**src/rtl/mp3_pc_pkg.sv**
```systemverilog
// Shared definitions for the MP3 player button conditioning path.
// Timing defaults assume the 50 MHz system clock.
package mp3_pc_pkg;

    localparam int NUM_BUTTONS  = 4;
    localparam int DEBOUNCE_CYC = 500_000;
    localparam int HOLD_CYC     = 25_000_000;
    localparam int REPEAT_CYC   = 5_000_000;

    typedef enum logic [1:0] {
        REL = 2'd0,
        PRS = 2'd1,
        RPT = 2'd2
    } btn_state_t;

endpackage

```
**src/rtl/mp3_button_conditioner_if.sv**
```systemverilog
// Raw key inputs and conditioned button outputs between the board keys and the
// MP3_PC button PIO.
interface mp3_button_conditioner_if;
    import mp3_pc_pkg::*;

    logic [NUM_BUTTONS-1:0] key_n_i;
    logic [NUM_BUTTONS-1:0] btn_level_o;
    logic [NUM_BUTTONS-1:0] btn_press_o;
    logic [NUM_BUTTONS-1:0] btn_long_o;

    modport master (
        output key_n_i,
        input  btn_level_o,
        input  btn_press_o,
        input  btn_long_o
    );

    modport slave (
        input  key_n_i,
        output btn_level_o,
        output btn_press_o,
        output btn_long_o
    );

endinterface

```
**src/rtl/mp3_btn_channel.sv**
```systemverilog
// One button channel: 2-flop synchronizer, consecutive-sample debouncer and
// hold/auto-repeat state machine.
//
// state | meaning
// REL   | released, waiting for an accepted press
// PRS   | pressed, counting towards long-press
// RPT   | long-press reached, issuing auto-repeat ticks
module mp3_btn_channel #(
    parameter int DEBOUNCE_CYC = 500_000,
    parameter int HOLD_CYC     = 25_000_000,
    parameter int REPEAT_CYC   = 5_000_000
) (
    input  logic clk_clk,
    input  logic reset_reset_n,
    input  logic key_n,
    input  logic repeat_en,
    output logic level,
    output logic press,
    output logic held
);
    import mp3_pc_pkg::*;

    localparam int DB_W   = $clog2(DEBOUNCE_CYC);
    localparam int HOLD_W = $clog2(HOLD_CYC);
    localparam int RPT_W  = $clog2(REPEAT_CYC);

    localparam logic [DB_W-1:0]   DB_LAST   = DB_W'(DEBOUNCE_CYC - 1);
    localparam logic [HOLD_W-1:0] HOLD_LAST = HOLD_W'(HOLD_CYC - 1);
    localparam logic [RPT_W-1:0]  RPT_LAST  = RPT_W'(REPEAT_CYC - 1);

    logic              sync_meta;
    logic              sync;
    logic [DB_W-1:0]   db_cnt;
    logic              db_level;
    logic [HOLD_W-1:0] hold_cnt;
    logic [RPT_W-1:0]  rpt_cnt;
    btn_state_t        state;
    logic              rise;
    logic              fall;

    always_ff @(posedge clk_clk or negedge reset_reset_n) begin
        if (!reset_reset_n) begin
            sync_meta <= 1'b0;
            sync      <= 1'b0;
        end else begin
            sync_meta <= ~key_n;
            sync      <= sync_meta;
        end
    end

    // Any sample agreeing with the accepted level restarts the count.
    always_ff @(posedge clk_clk or negedge reset_reset_n) begin
        if (!reset_reset_n) begin
            db_cnt   <= '0;
            db_level <= 1'b0;
        end else if (sync == db_level) begin
            db_cnt <= '0;
        end else if (db_cnt == DB_LAST) begin
            db_cnt   <= '0;
            db_level <= ~db_level;
        end else begin
            db_cnt <= db_cnt + 1'b1;
        end
    end

    // level is the registered copy of db_level, so edges are seen one cycle on.
    assign rise = db_level & ~level;
    assign fall = ~db_level & level;

    always_ff @(posedge clk_clk or negedge reset_reset_n) begin
        if (!reset_reset_n) begin
            state    <= REL;
            level    <= 1'b0;
            press    <= 1'b0;
            held     <= 1'b0;
            hold_cnt <= '0;
            rpt_cnt  <= '0;
        end else begin
            level <= db_level;
            press <= 1'b0;
            if (fall) begin
                state    <= REL;
                held     <= 1'b0;
                hold_cnt <= '0;
                rpt_cnt  <= '0;
            end else begin
                case (state)
                    REL: begin
                        if (rise) begin
                            press    <= 1'b1;
                            hold_cnt <= '0;
                            state    <= PRS;
                        end
                    end
                    PRS: begin
                        if (hold_cnt == HOLD_LAST) begin
                            held     <= 1'b1;
                            press    <= repeat_en;
                            hold_cnt <= '0;
                            rpt_cnt  <= '0;
                            state    <= RPT;
                        end else begin
                            hold_cnt <= hold_cnt + 1'b1;
                        end
                    end
                    RPT: begin
                        if (rpt_cnt == RPT_LAST) begin
                            rpt_cnt <= '0;
                            press   <= repeat_en;
                        end else begin
                            rpt_cnt <= rpt_cnt + 1'b1;
                        end
                    end
                    default: state <= REL;
                endcase
            end
        end
    end

endmodule

```
**src/rtl/mp3_button_conditioner.sv**
```systemverilog
// Conditions the four active-low board keys into clean levels, press pulses and
// long-press flags for the MP3_PC button PIO.
module mp3_button_conditioner #(
    parameter int DEBOUNCE_CYC = mp3_pc_pkg::DEBOUNCE_CYC,
    parameter int HOLD_CYC     = mp3_pc_pkg::HOLD_CYC,
    parameter int REPEAT_CYC   = mp3_pc_pkg::REPEAT_CYC,
    parameter logic [mp3_pc_pkg::NUM_BUTTONS-1:0] REPEAT_MASK = 4'b0110
) (
    input  logic                    clk_clk,
    input  logic                    reset_reset_n,
    mp3_button_conditioner_if.slave btn
);
    import mp3_pc_pkg::*;

    logic [NUM_BUTTONS-1:0] level_w;
    logic [NUM_BUTTONS-1:0] press_w;
    logic [NUM_BUTTONS-1:0] held_w;

    for (genvar i = 0; i < NUM_BUTTONS; i++) begin : g_ch
        mp3_btn_channel #(
            .DEBOUNCE_CYC (DEBOUNCE_CYC),
            .HOLD_CYC     (HOLD_CYC),
            .REPEAT_CYC   (REPEAT_CYC)
        ) u_ch (
            .clk_clk       (clk_clk),
            .reset_reset_n (reset_reset_n),
            .key_n         (btn.key_n_i[i]),
            .repeat_en     (REPEAT_MASK[i]),
            .level         (level_w[i]),
            .press         (press_w[i]),
            .held          (held_w[i])
        );
    end

    assign btn.btn_level_o = level_w;
    assign btn.btn_press_o = press_w;
    assign btn.btn_long_o  = held_w;

endmodule

```
**src/flat_wrapper.sv**
```systemverilog
// flat-port wrapper written by rule: the top's interface ports become plain ports
module mp3_button_conditioner_flat import mp3_pc_pkg::*;
#(
    parameter int DEBOUNCE_CYC = mp3_pc_pkg::DEBOUNCE_CYC,
    parameter int HOLD_CYC     = mp3_pc_pkg::HOLD_CYC,
    parameter int REPEAT_CYC   = mp3_pc_pkg::REPEAT_CYC,
    parameter logic [mp3_pc_pkg::NUM_BUTTONS-1:0] REPEAT_MASK = 4'b0110
)
  (clk_clk, reset_reset_n, btn_key_n_i, btn_btn_level_o, btn_btn_press_o, btn_btn_long_o);
  mp3_button_conditioner_if btn_i ();
  input  logic clk_clk;
  input  logic reset_reset_n;
  input wire logic [$bits(btn_i.key_n_i)-1:0] btn_key_n_i;
  output wire logic [$bits(btn_i.btn_level_o)-1:0] btn_btn_level_o;
  output wire logic [$bits(btn_i.btn_press_o)-1:0] btn_btn_press_o;
  output wire logic [$bits(btn_i.btn_long_o)-1:0] btn_btn_long_o;
  assign btn_i.key_n_i = btn_key_n_i;
  assign btn_btn_level_o = btn_i.btn_level_o;
  assign btn_btn_press_o = btn_i.btn_press_o;
  assign btn_btn_long_o = btn_i.btn_long_o;
  mp3_button_conditioner #(.DEBOUNCE_CYC(DEBOUNCE_CYC), .HOLD_CYC(HOLD_CYC), .REPEAT_CYC(REPEAT_CYC), .REPEAT_MASK(REPEAT_MASK)) u_core (.clk_clk(clk_clk), .reset_reset_n(reset_reset_n), .btn(btn_i));
endmodule
```
**config.mk**
```make
export PLATFORM = sky130hd
export DESIGN_NAME = mp3_button_conditioner_flat
export DESIGN_NICKNAME = d
export VERILOG_FILES = /design/src/rtl/mp3_pc_pkg.sv /design/src/rtl/mp3_button_conditioner_if.sv /design/src/rtl/mp3_btn_channel.sv /design/src/rtl/mp3_button_conditioner.sv /design/src/flat_wrapper.sv
export SDC_FILE = /design/constraint.sdc
export NUM_CORES = 1
export LEC_CHECK = 0
export ABC_AREA = 1
export BUFFER_PORTS_ARGS = -buffer_cell sky130_fd_sc_hd__buf_2
export CAP_MARGIN = 20
export CORE_ASPECT_RATIO = 1.75
export CORE_MARGIN = 3
export CORE_UTILIZATION = 65
export CTS_BUF_LIST = sky130_fd_sc_hd__clkbuf_8
export CTS_CLUSTER_DIAMETER = 200
export DETAILED_ROUTE_END_ITERATION = 10
export GPL_TIMING_DRIVEN = 1
export PLACE_DENSITY = 0.82
export SLEW_MARGIN = 15
export SYNTH_ARGS = -nofsm -noshare
export SYNTH_HDL_FRONTEND = slang
export SYNTH_HIERARCHICAL = 1
export SYNTH_SLANG_ARGS = --single-unit
export TNS_END_PERCENT = 20
```
**constraint.sdc**
```tcl
create_clock -name clk_clk -period 2.38 [get_ports clk_clk]
set_clock_uncertainty 0.2 [all_clocks]
set_input_delay 0.238 -clock clk_clk [delete_from_list [all_inputs] [get_ports clk_clk]]
set_output_delay 0.238 -clock clk_clk [all_outputs]
set_load 0.03 [all_outputs]
```
==> results of run 1 <==
## cell usage after synthesis, types with 2 or more instances
cell type / count
o21ai_0: 70
nor2_1: 495
xor2_1: 61
nor2_2: 22
clkinv_1: 4
nand3_1: 206
or2_0: 3
nand2_4: 8
inv_1: 321
buf_6: 8
nor2_4: 13
o21a_1: 7
nand2_1: 709
a31oi_1: 3
buf_2: 13
clkbuf_1: 15
buf_4: 5
ha_1: 36
xnor2_1: 17
nor3_1: 55
nand3b_1: 11
nor3b_1: 17
inv_2: 8
dfrtp_1: 300
o21bai_1: 15
a21oi_1: 47
o21ai_1: 35
conb_1: 2
nand2_2: 21
and2_1: 5
or2_2: 6
nor4_1: 24
a21oi_2: 3
nand4_1: 129
## path summary, 6_finish.rpt
check / endpoint
worst max-delay path: u_core/g_ch[0].u_ch/rpt_cnt[7]
min in group clk_clk: u_core/g_ch[3].u_ch/sync_meta
max in group asynchronous: u_core/g_ch[0].u_ch/state[0]
worst max register to register: u_core/g_ch[0].u_ch/rpt_cnt[7]
worst min-delay path: u_core/g_ch[0].u_ch/hold_cnt[9]
worst min register to register: u_core/g_ch[3].u_ch/sync
## worst max-delay path, stage by stage, from the launching register on
cell,delay (ns)
dfrtp_1,0.42
inv_1,0.07
ha_1,0.27
nor2_1,0.18
nand2_1,0.32
nand2_8,0.29
inv_2,0.15
nand2_1,0.09
o21ai_0,0.07
## timing repair
item | in CTS | in global routing
resized for setup | 0 | 6
endpoints found under the hold margin | 304 | 0
setup endpoints to repair | 0 | 15
hold buffers | 6 | 0
## layer usage
metal | GRT usage (%) | vias up | wire, um
li1 | - | 8762 | -
met1 | 31.62 | 8366 | 16990
met2 | 55.75 | 470 | 24340
met3 | 3.598 | 170 | 1598
met4 | 14.01 | 0 | 2001
met5 | 0 | - | 0
## registers in the layout, indices dropped and copies added (netlist names)
name                        count
u_core/g_ch.u_ch/rpt_cnt       92
u_core/g_ch.u_ch/db_level       4
u_core/g_ch.u_ch/sync           4
u_core/g_ch.u_ch/state          8
u_core/g_ch.u_ch/sync_meta      4
u_core/g_ch.u_ch/press          4
u_core/g_ch.u_ch/hold_cnt     100
u_core/g_ch.u_ch/level          4
u_core/g_ch.u_ch/held           4
u_core/g_ch.u_ch/db_cnt        76
## where the power goes
part / internal [uW] / leakage [uW] / switching [uW]
clock: 2740 / 0.000570 / 2090
combinational: 44.5 / 0.00440 / 150
sequential: 5120 / 0.00416 / 20.9
total: 7910 / 0.00914 / 2260
## cells by family (layout without fill, tap and decap cells)
logic type	Yosys count	in the layout	share of synthesized area [%]
xor gates and xnor gates	78	78	3.643
other	2	4	0.04005
and+or+nand+nor	1726	1726	40.57
AOI/OAI and AO/OA	182	182	5.258
buffers and inverters	376	466	8.047
adders and majority gates	36	36	2.402
DFF	300	300	40.04
## area by class of cell
class | instances | area (um2)
clock buffers | 58 | 798.3
clock inverters | 24 | 236.5
fillers | 2430 | 7737
inverters | 334 | 1257
multi-input cells | 2026 | 9768
flip-flops and latches | 300 | 7507
well taps | 373 | 466.7
repair buffers | 50 | 402.9
## through the flow
stage               power, uW  hold WS, ns  worst slack (ns)  utilization [%]  cells
finish                  10170      0.07009            0.1888            72.54   3165
global route            10560      0.08133         -0.005105            72.54   3165
CTS                     10320      0.06109            0.1063            72.45   3165
detailed placement       5433     -0.09275            0.1206            68.57   3077
global placement         5425     -0.09343            0.2434            68.57   3077
floorplan                5286      -0.2576            0.3606                -   2702
==> run_results.csv, run 1 <==
group,metric,value,unit
run_status,outcome,"finished, final reports clean",
die,rows,81,
cts,cts_buffer_depth,3,
placement,port_buffers,17,
cts,cts_root_buffer,"clkbuf_8",
synthesis,ys.flop_type,"dfrtp_1",
critical_path,crit_required,2.64,ns
sta,max_slew_margin,59.09,%
global_routing,grt_max_degree,76,
synthesis,ys_warn_count,6,
global_routing,grt_overflow,0,
route,drtPass1Iterations,7,
critical_path,end_kind,"flip-flop",
cells_and_area,drive_gt1_share,7.199,%
die,fp.dieArea,31000,um2
cts,clkTransAtPathRegs,0.07,ns
global_routing,grt_pass1_wl,77300,um
global_routing,antenna_found_initial,0,
critical_path,rrSetupSlack,0.19,ns
cells_and_area,antenna-diode-count,0,
sta,finalCritPeriodShare,92.07,%
route,ant_nets,0,
synthesis,syn_area,18750,um2
pwr,powerDensity,497.5,nW/um2
placement,hpwl,32820,um
global_routing,grt_util_all_layers,29.31,%
route,via_count,17770,
cts,clock_sinks,300,
synthesis,post_synth.cell_area_avg,6.945,um2
synthesis,syn_inst,2700,
synthesis,synth_area_leaders,"dfrtp_1 (40%), nand2_1 (14%), nor2_1 (9.9%)",
cells_and_area,fin_nets,2801,
synthesis,ys_ff_latch,300,
critical_path,start_kind,"flip-flop",
route,drc,0,
sta,worstMarginPinSlew,0.6089,ns
hold_path,hp-class,"input port to asynchronous set/reset pin",
cells_and_area,mostFrequentLayoutCells,"nand2_1 (709), nor2_1 (494), inv_1 (332)",
route,via_per_inst,5.614,
cts,tritoncts,"yes",
placement,gp_congestion,0.9560,
cts,h-tree-depth,2,
route,wire_per_inst,14.20,um
cts,postCtsSetupBuffers,0,
cts,cts-buffers-inserted,47,
synthesis,seq_area_frac_synth,40.04,%
cts,insertion_delay,0.60,ns
cells_and_area,layout_commonest_cell,"nand2_1",
critical_path,cp_max_fo,26,
critical_path,timing.critical_path.from,"u_core/g_ch[0].u_ch/db_level",
cells_and_area,final_area,20440,um2
synthesis,async_reset_ff_share,100.0,%
die,fp.dieH,230.7,um
critical_path,critical_path_class,"flip-flop to flip-flop",
critical_path,arrival,2.45,ns
synthesis,yosys.area.top_type_share,40.04,%
cells_and_area,area_growth_syn_to_layout,8.995,%
sta,tns,0,ns
sta,drv_slew,0,
sta,finalSetupViolCount,0,
die,die_w,134.4,um
flow_run,maxCapViolCount,0,
route,drt-total-wl,44930,um
synthesis,synth_edf_count,0,
die,io_pins,18,
global_routing,grt_pass1_vias,17820,
synthesis,yosysTopAreaCell,"dfrtp_1",
sta,fmax,0.4564,GHz
critical_path,worstRegToRegCells,8,
pwr,ir_drop,0.7437,mV
synthesis,synth.distinct_cells,40,
die,initial_core_util,66.55,%
placement,place_area,19320,um2
sta,period_needed,2.191,ns
critical_path,worstReg2RegStart,"u_core/g_ch[0].u_ch/db_level",
pwr,leakage,0.009137,uW
route,drt_iter0_markers,1022,
sta,finalHoldViolations,0,
die,fp.coreArea,28170,um2
(Power assumes the default switching activity.)
==> run 2: changes to the inputs <==
- CORE_UTILIZATION: 65 -> 25
- PLACE_DENSITY: 0.82 -> not set
==> run_results.csv, run 2 (synthesis gave the netlist of run 1 again) <==
group,metric,value,unit
route,dr_wl_met2,26710,um
cells_and_area,mostFrequentLayoutCells,"nand2_1 (709), nor2_1 (495), inv_1 (333)",
die,rows,132,
flow_run,maxCapViolCount,0,
critical_path,crit_chain,"inv_1 > ha_1 > nor2_1 > nand2_1 > nand2_2 > inv_1 > nand2_2 > inv_2 > nor3b_1",
cts,clkTransAtPathRegs,0.06,ns
run_status,outcome,"finished, final reports clean",
route,via_per_inst,4.598,
sta,fmax,0.4570,GHz
pwr,pwr-share-clk,49.9,%
die,io_pins,18,
cts,h-tree-depth,2,
sta,finalSetupViolCount,0,
pwr,switching_power,2489,uW
critical_path,cp_top_family,"simple AND/OR/NAND/NOR gates",
cells_and_area,regMostFlops,"u_core/g_ch.u_ch/hold_cnt",
global_routing,antenna_found_initial,1,
cells_and_area,multi_input_area,9747,um2
pwr,p_comb_share,2.0,%
pwr,ir_drop,0.3397,mV
pwr,leakage,0.009269,uW
global_routing,grt_pass1_wl,82300,um
critical_path,crit_buf_inv,3,
cells_and_area,top_regs,"u_core/g_ch.u_ch/hold_cnt: 100 flops, u_core/g_ch.u_ch/rpt_cnt: 92 flops, u_core/g_ch.u_ch/db_cnt: 76 flops",
sta,period_needed,2.188,ns
cells_and_area,largest_register_ff_count,100,
sta,drv_slew,0,
critical_path,crit_required,2.75,ns
pwr,p_seq_share,48.1,%
cts,tritoncts,"yes",
die,fp.dieH,368.3,um
cts,postCtsSetupBuffers,0,
route,via_count,17280,
sta,worstMarginPinSlew,0.6176,ns
route,drtPass1Iterations,6,
sta,finalCritPeriodShare,91.95,%
pwr,powerDensity,499.9,nW/um2
placement,hpwl,36040,um
critical_path,cp_max_fo,15,
cts,insertion_delay,0.66,ns
pwr,switching_share,23.27,%
critical_path,start_kind,"flip-flop",
cells_and_area,final_area,21400,um2
global_routing,grt_overflow,0,
die,initial_core_util,25.29,%
sta,rsz0062_at_grt,"no",
cts,cts_root_buffer,"clkbuf_8",
placement,place_area,20130,um2
critical_path,crit_slowest_cell,"dfrtp_1",
sta,hold_slack,0.09074,ns
critical_path,arrival,2.55,ns
global_routing,grt_pass1_vias,17560,
placement,gp_congestion,0.9185,
pwr,p_int,8207,uW
cells_and_area,ff_latch_area,7507,um2
global_routing,grt_max_degree,60,
cts,cts_buffer_depth,3,
die,fp.coreArea,74160,um2
sta,finalHoldViolations,0,
placement,port_buffers,17,
hold_path,hp-class,"input port to flip-flop",
critical_path,end_kind,"flip-flop",
sta,tns,0,ns
route,drt_iter0_markers,764,
sta,max_slew_margin,58.51,%
route,wl_met1,17800,um
critical_path,slowest_delay,0.40,ns
cells_and_area,fin_nets,2819,
route,top_layer,"met4",
route,drc,0,
global_routing,grt_util_all_layers,12.59,%
cells_and_area,layout_commonest_cell,"nand2_1",
cells_and_area,drive_gt1_share,7.946,%
cts,cts-buffers-inserted,51,
cells_and_area,nFillCells,8088,
route,drt-total-wl,48610,um
critical_path,critical_path_class,"flip-flop to flip-flop",
die,fp.dieArea,78450,um2
route,dr_wl_met3,1523,um
die,die_w,213.0,um
cts,clock_sinks,300,
route,ant_nets,0,
route,wire_per_inst,12.93,um
cells_and_area,area_growth_syn_to_layout,14.12,%
==> run 2: cell count changes in the layout (fill, tap and decap cells not counted), moves of 2 or more <==
cell           delta
buf_4            +11
clkbuf_8          +4
clkinvlp_4        +4
buf_12            +2
clkinv_2          +2
dlygate4sd3_1     +2
nand2_2           +2
==> run 2: layout make-up <==
class	count	share of cell area, %
multi-input combinational	2026	45.55
sequential	300	35.08
inverter	334	5.865
tap	938	5.485
clock buffer	62	3.988
timing repair buffer	64	2.526
clock inverter	33	1.491
antenna	1	0.01169
==> run 2: timing repair <==
item,CTS,global route
hold buffers,8,0
setup endpoints to repair,0,1
gates resized for setup,0,1
hold endpoints to repair,304,0
==> run 2: path summary, 6_finish.rpt <==
path,from,endpoint,slack [ns],cells after the start
min reg2reg,u_core/g_ch[0].u_ch/sync_meta,u_core/g_ch[0].u_ch/sync,0.15,0
min in group asynchronous,reset_reset_n,u_core/g_ch[0].u_ch/hold_cnt[23],0.56,4
max in group asynchronous,reset_reset_n,u_core/g_ch[2].u_ch/rpt_cnt[6],1.10,4
max,u_core/g_ch[2].u_ch/state[1],u_core/g_ch[2].u_ch/hold_cnt[7],0.19,9
min,btn_key_n_i[1],u_core/g_ch[1].u_ch/sync_meta,0.09,3
max reg2reg,u_core/g_ch[2].u_ch/state[1],u_core/g_ch[2].u_ch/hold_cnt[7],0.19,9
==> run 2: routing by layer <==
| layer | track usage (%) | vias to the layer above |
|---|---|---|
| met5 | 0 | - |
| met4 | 6.877 | 0 |
| met3 | 1.918 | 166 |
| met2 | 24.80 | 323 |
| met1 | 12.18 | 7988 |
| li1 | - | 8804 |
==> run 2: power groups by stage <==
stage	combinational (uW)	sequential, uW	clock (uW)
global placement	210	5240	0
floorplan	53.7	5230	0
finish	212	5140	5340
global route	253	5140	5810
detailed placement	212	5240	0
CTS	228	5140	5620
==> run 2: stage by stage <==
stage | std cells | utilization, % | worst slack, ns | power [uW]
6_report | 3758 | 28.86 | 0.1916 | 10700
5_1_grt | 3758 | 28.86 | 0.003269 | 11210
4_1_cts | 3757 | 28.85 | 0.1172 | 10990
3_5_place_dp | 3654 | 27.14 | 0.1371 | 5449
3_3_place_gp | 3654 | 27.14 | 0.2007 | 5446
2_1_floorplan | 2702 | - | 0.3606 | 5286
==> run 2: worst min-delay path, stage by stage <==
cell and delay, ns:
dlygate4sd3_1 0.52, buf_2 0.09, inv_1 0.04
==> run 3: changes to the inputs <==
- clock period: 2.38 -> 2.8 ns (I/O delays scaled with it)
==> run_results.csv, run 3 (synthesis gave the netlist of run 1 again) <==
group,metric,value,unit
route,drt-total-wl,48830,um
cts,cts_root_buffer,"clkbuf_8",
sta,finalHoldViolations,0,
cells_and_area,mostFrequentLayoutCells,"nand2_1 (709), nor2_1 (495), inv_1 (330)",
die,fp.coreArea,74160,um2
cells_and_area,fin_nets,2797,
cells_and_area,layout_commonest_cell,"nand2_1",
cts,h-tree-depth,2,
placement,hpwl,36260,um
global_routing,grt_pass1_wl,82150,um
global_routing,grt_pass1_vias,17370,
pwr,leakage,0.009149,uW
die,fp.dieH,368.3,um
die,initial_core_util,25.29,%
route,drt_iter0_markers,695,
cells_and_area,fin_util,28.58,%
cts,cts-buffers-inserted,50,
pwr,ir_drop,0.2601,mV
cells_and_area,largest_register_ff_count,100,
critical_path,cp_max_fo,53,
die,io_pins,18,
cts,insertion_delay,0.62,ns
critical_path,critical_path_class,"input port to asynchronous set/reset pin",
cts,clkTransAtPathRegs,0.06,ns
run_status,outcome,"finished, final reports clean",
route,top_layer,"met4",
sta,period_needed,2.307,ns
critical_path,start_kind,"input port",
cells_and_area,regMostFlops,"u_core/g_ch.u_ch/hold_cnt",
placement,port_buffers,17,
critical_path,crit_required,3.27,ns
sta,rsz0062_at_grt,"no",
cells_and_area,drive_gt1_share,7.329,%
die,die_w,213.0,um
global_routing,grt_max_degree,57,
route,via_count,17290,
sta,max_slew_margin,54.49,%
route,drc,0,
sta,tns,0,ns
sta,fmax,0.4334,GHz
critical_path,end_kind,"asynchronous set/reset pin",
cts,cts_buffer_depth,3,
global_routing,grt_overflow,0,
placement,gp_congestion,0.9091,
pwr,powerDensity,428.4,nW/um2
cts,postCtsSetupBuffers,0,
route,via_per_inst,4.627,
cells_and_area,area_growth_syn_to_layout,13.02,%
critical_path,arrival,2.78,ns
die,fp.dieArea,78450,um2
route,dr_wl_met2,26820,um
route,wire_per_inst,13.07,um
global_routing,grt_util_all_layers,12.52,%
route,dr_wl_met3,1409,um
sta,worstMarginPinSlew,0.6774,ns
sta,finalCritPeriodShare,82.40,%
sta,finalSetupViolCount,0,
sta,drv_slew,0,
cts,tritoncts,"yes",
hold_path,hp-class,"input port to flip-flop",
route,drtPass1Iterations,5,
die,rows,132,
global_routing,antenna_found_initial,1,
route,wl_met1,18090,um
route,ant_nets,0,
cts,clock_sinks,300,
cells_and_area,top_regs,"u_core/g_ch.u_ch/hold_cnt: 100 flops, u_core/g_ch.u_ch/rpt_cnt: 92 flops, u_core/g_ch.u_ch/db_cnt: 76 flops",
flow_run,maxCapViolCount,0,
==> run 3: cell types whose count changed in the layout (fill, tap and decap cells not counted), sizes merged <==
cell,change
buf,-21
bufinv,-1
clkbuf,+2
clkinv,+1
clkinvlp,-2
inv,-1
==> run 3: final cells by class <==
cell class,instances,area [um2]
timing repair buffer,43,345.3
clock buffer,64,880.8
multi-input combinational,2026,9742
clock inverter,30,285.3
antenna,1,2.502
sequential,300,7507
fill,8003,52960
tap,938,1174
inverter,334,1255
==> run 3: critical path, stage by stage <==
cell and delay, ns:
dlygate4sd3_1 0.51, dlygate4sd3_1 0.57, buf_8 0.34, dlygate4sd3_1 1.04
==> run 3: what timing repair did <==
action	in CTS	in global routing
gates resized for setup	0	0
endpoints found under the hold margin	304	0
hold buffers	7	0
==> run 3: path summary, 6_finish.rpt <==
check	start	endpoint	slack [ns]	cells past startpoint
min	btn_key_n_i[2]	u_core/g_ch[2].u_ch/sync_meta	0.16	3
max	reset_reset_n	u_core/g_ch[0].u_ch/hold_cnt[6]	0.49	4
min reg2reg	u_core/g_ch[0].u_ch/sync_meta	u_core/g_ch[0].u_ch/sync	0.16	0
min in group asynchronous	reset_reset_n	u_core/g_ch[3].u_ch/db_cnt[7]	0.52	3
max reg2reg	u_core/g_ch[0].u_ch/db_level	u_core/g_ch[0].u_ch/hold_cnt[7]	0.52	9
max in group clk_clk	u_core/g_ch[0].u_ch/db_level	u_core/g_ch[0].u_ch/hold_cnt[7]	0.52	9
==> run 3: per-layer routing <==
| metal | global-route usage (%) | vias to the layer above |
|---|---|---|
| li1 | - | 8753 |
| met1 | 12.43 | 8037 |
| met2 | 24.39 | 332 |
| met3 | 1.568 | 165 |
| met4 | 7.120 | 0 |
| met5 | 0 | - |
==> run 3: per-stage QoR <==
step | instance area [um2] | cells | worst slack [ns] | hold WS (ns) | total power [uW]
2_1_floorplan | 18760 | 2702 | 0.7806 | -0.2156 | 4493
3_3_place_gp | 19950 | 3634 | 0.5756 | 0.07453 | 4626
3_5_place_dp | 19950 | 3634 | 0.5278 | 0.07954 | 4629
4_1_cts | 21190 | 3735 | 0.4345 | 0.09277 | 9307
5_1_grt | 21190 | 3736 | 0.2709 | 0.1353 | 9483
6_report | 21190 | 3736 | 0.4929 | 0.1577 | 9078
==> run 3: report_power, final <==
| group | internal (uW) | switching [uW] | total [uW] | leakage, uW |
|---|---|---|---|---|
| Clock | 2540 | 1990 | 4530 | 0.000628 |
| Sequential | 4350 | 17.6 | 4370 | 0.00416 |
| Combinational | 40.2 | 133 | 174 | 0.00436 |
| Total | 6940 | 2140 | 9080 | 0.00915 |
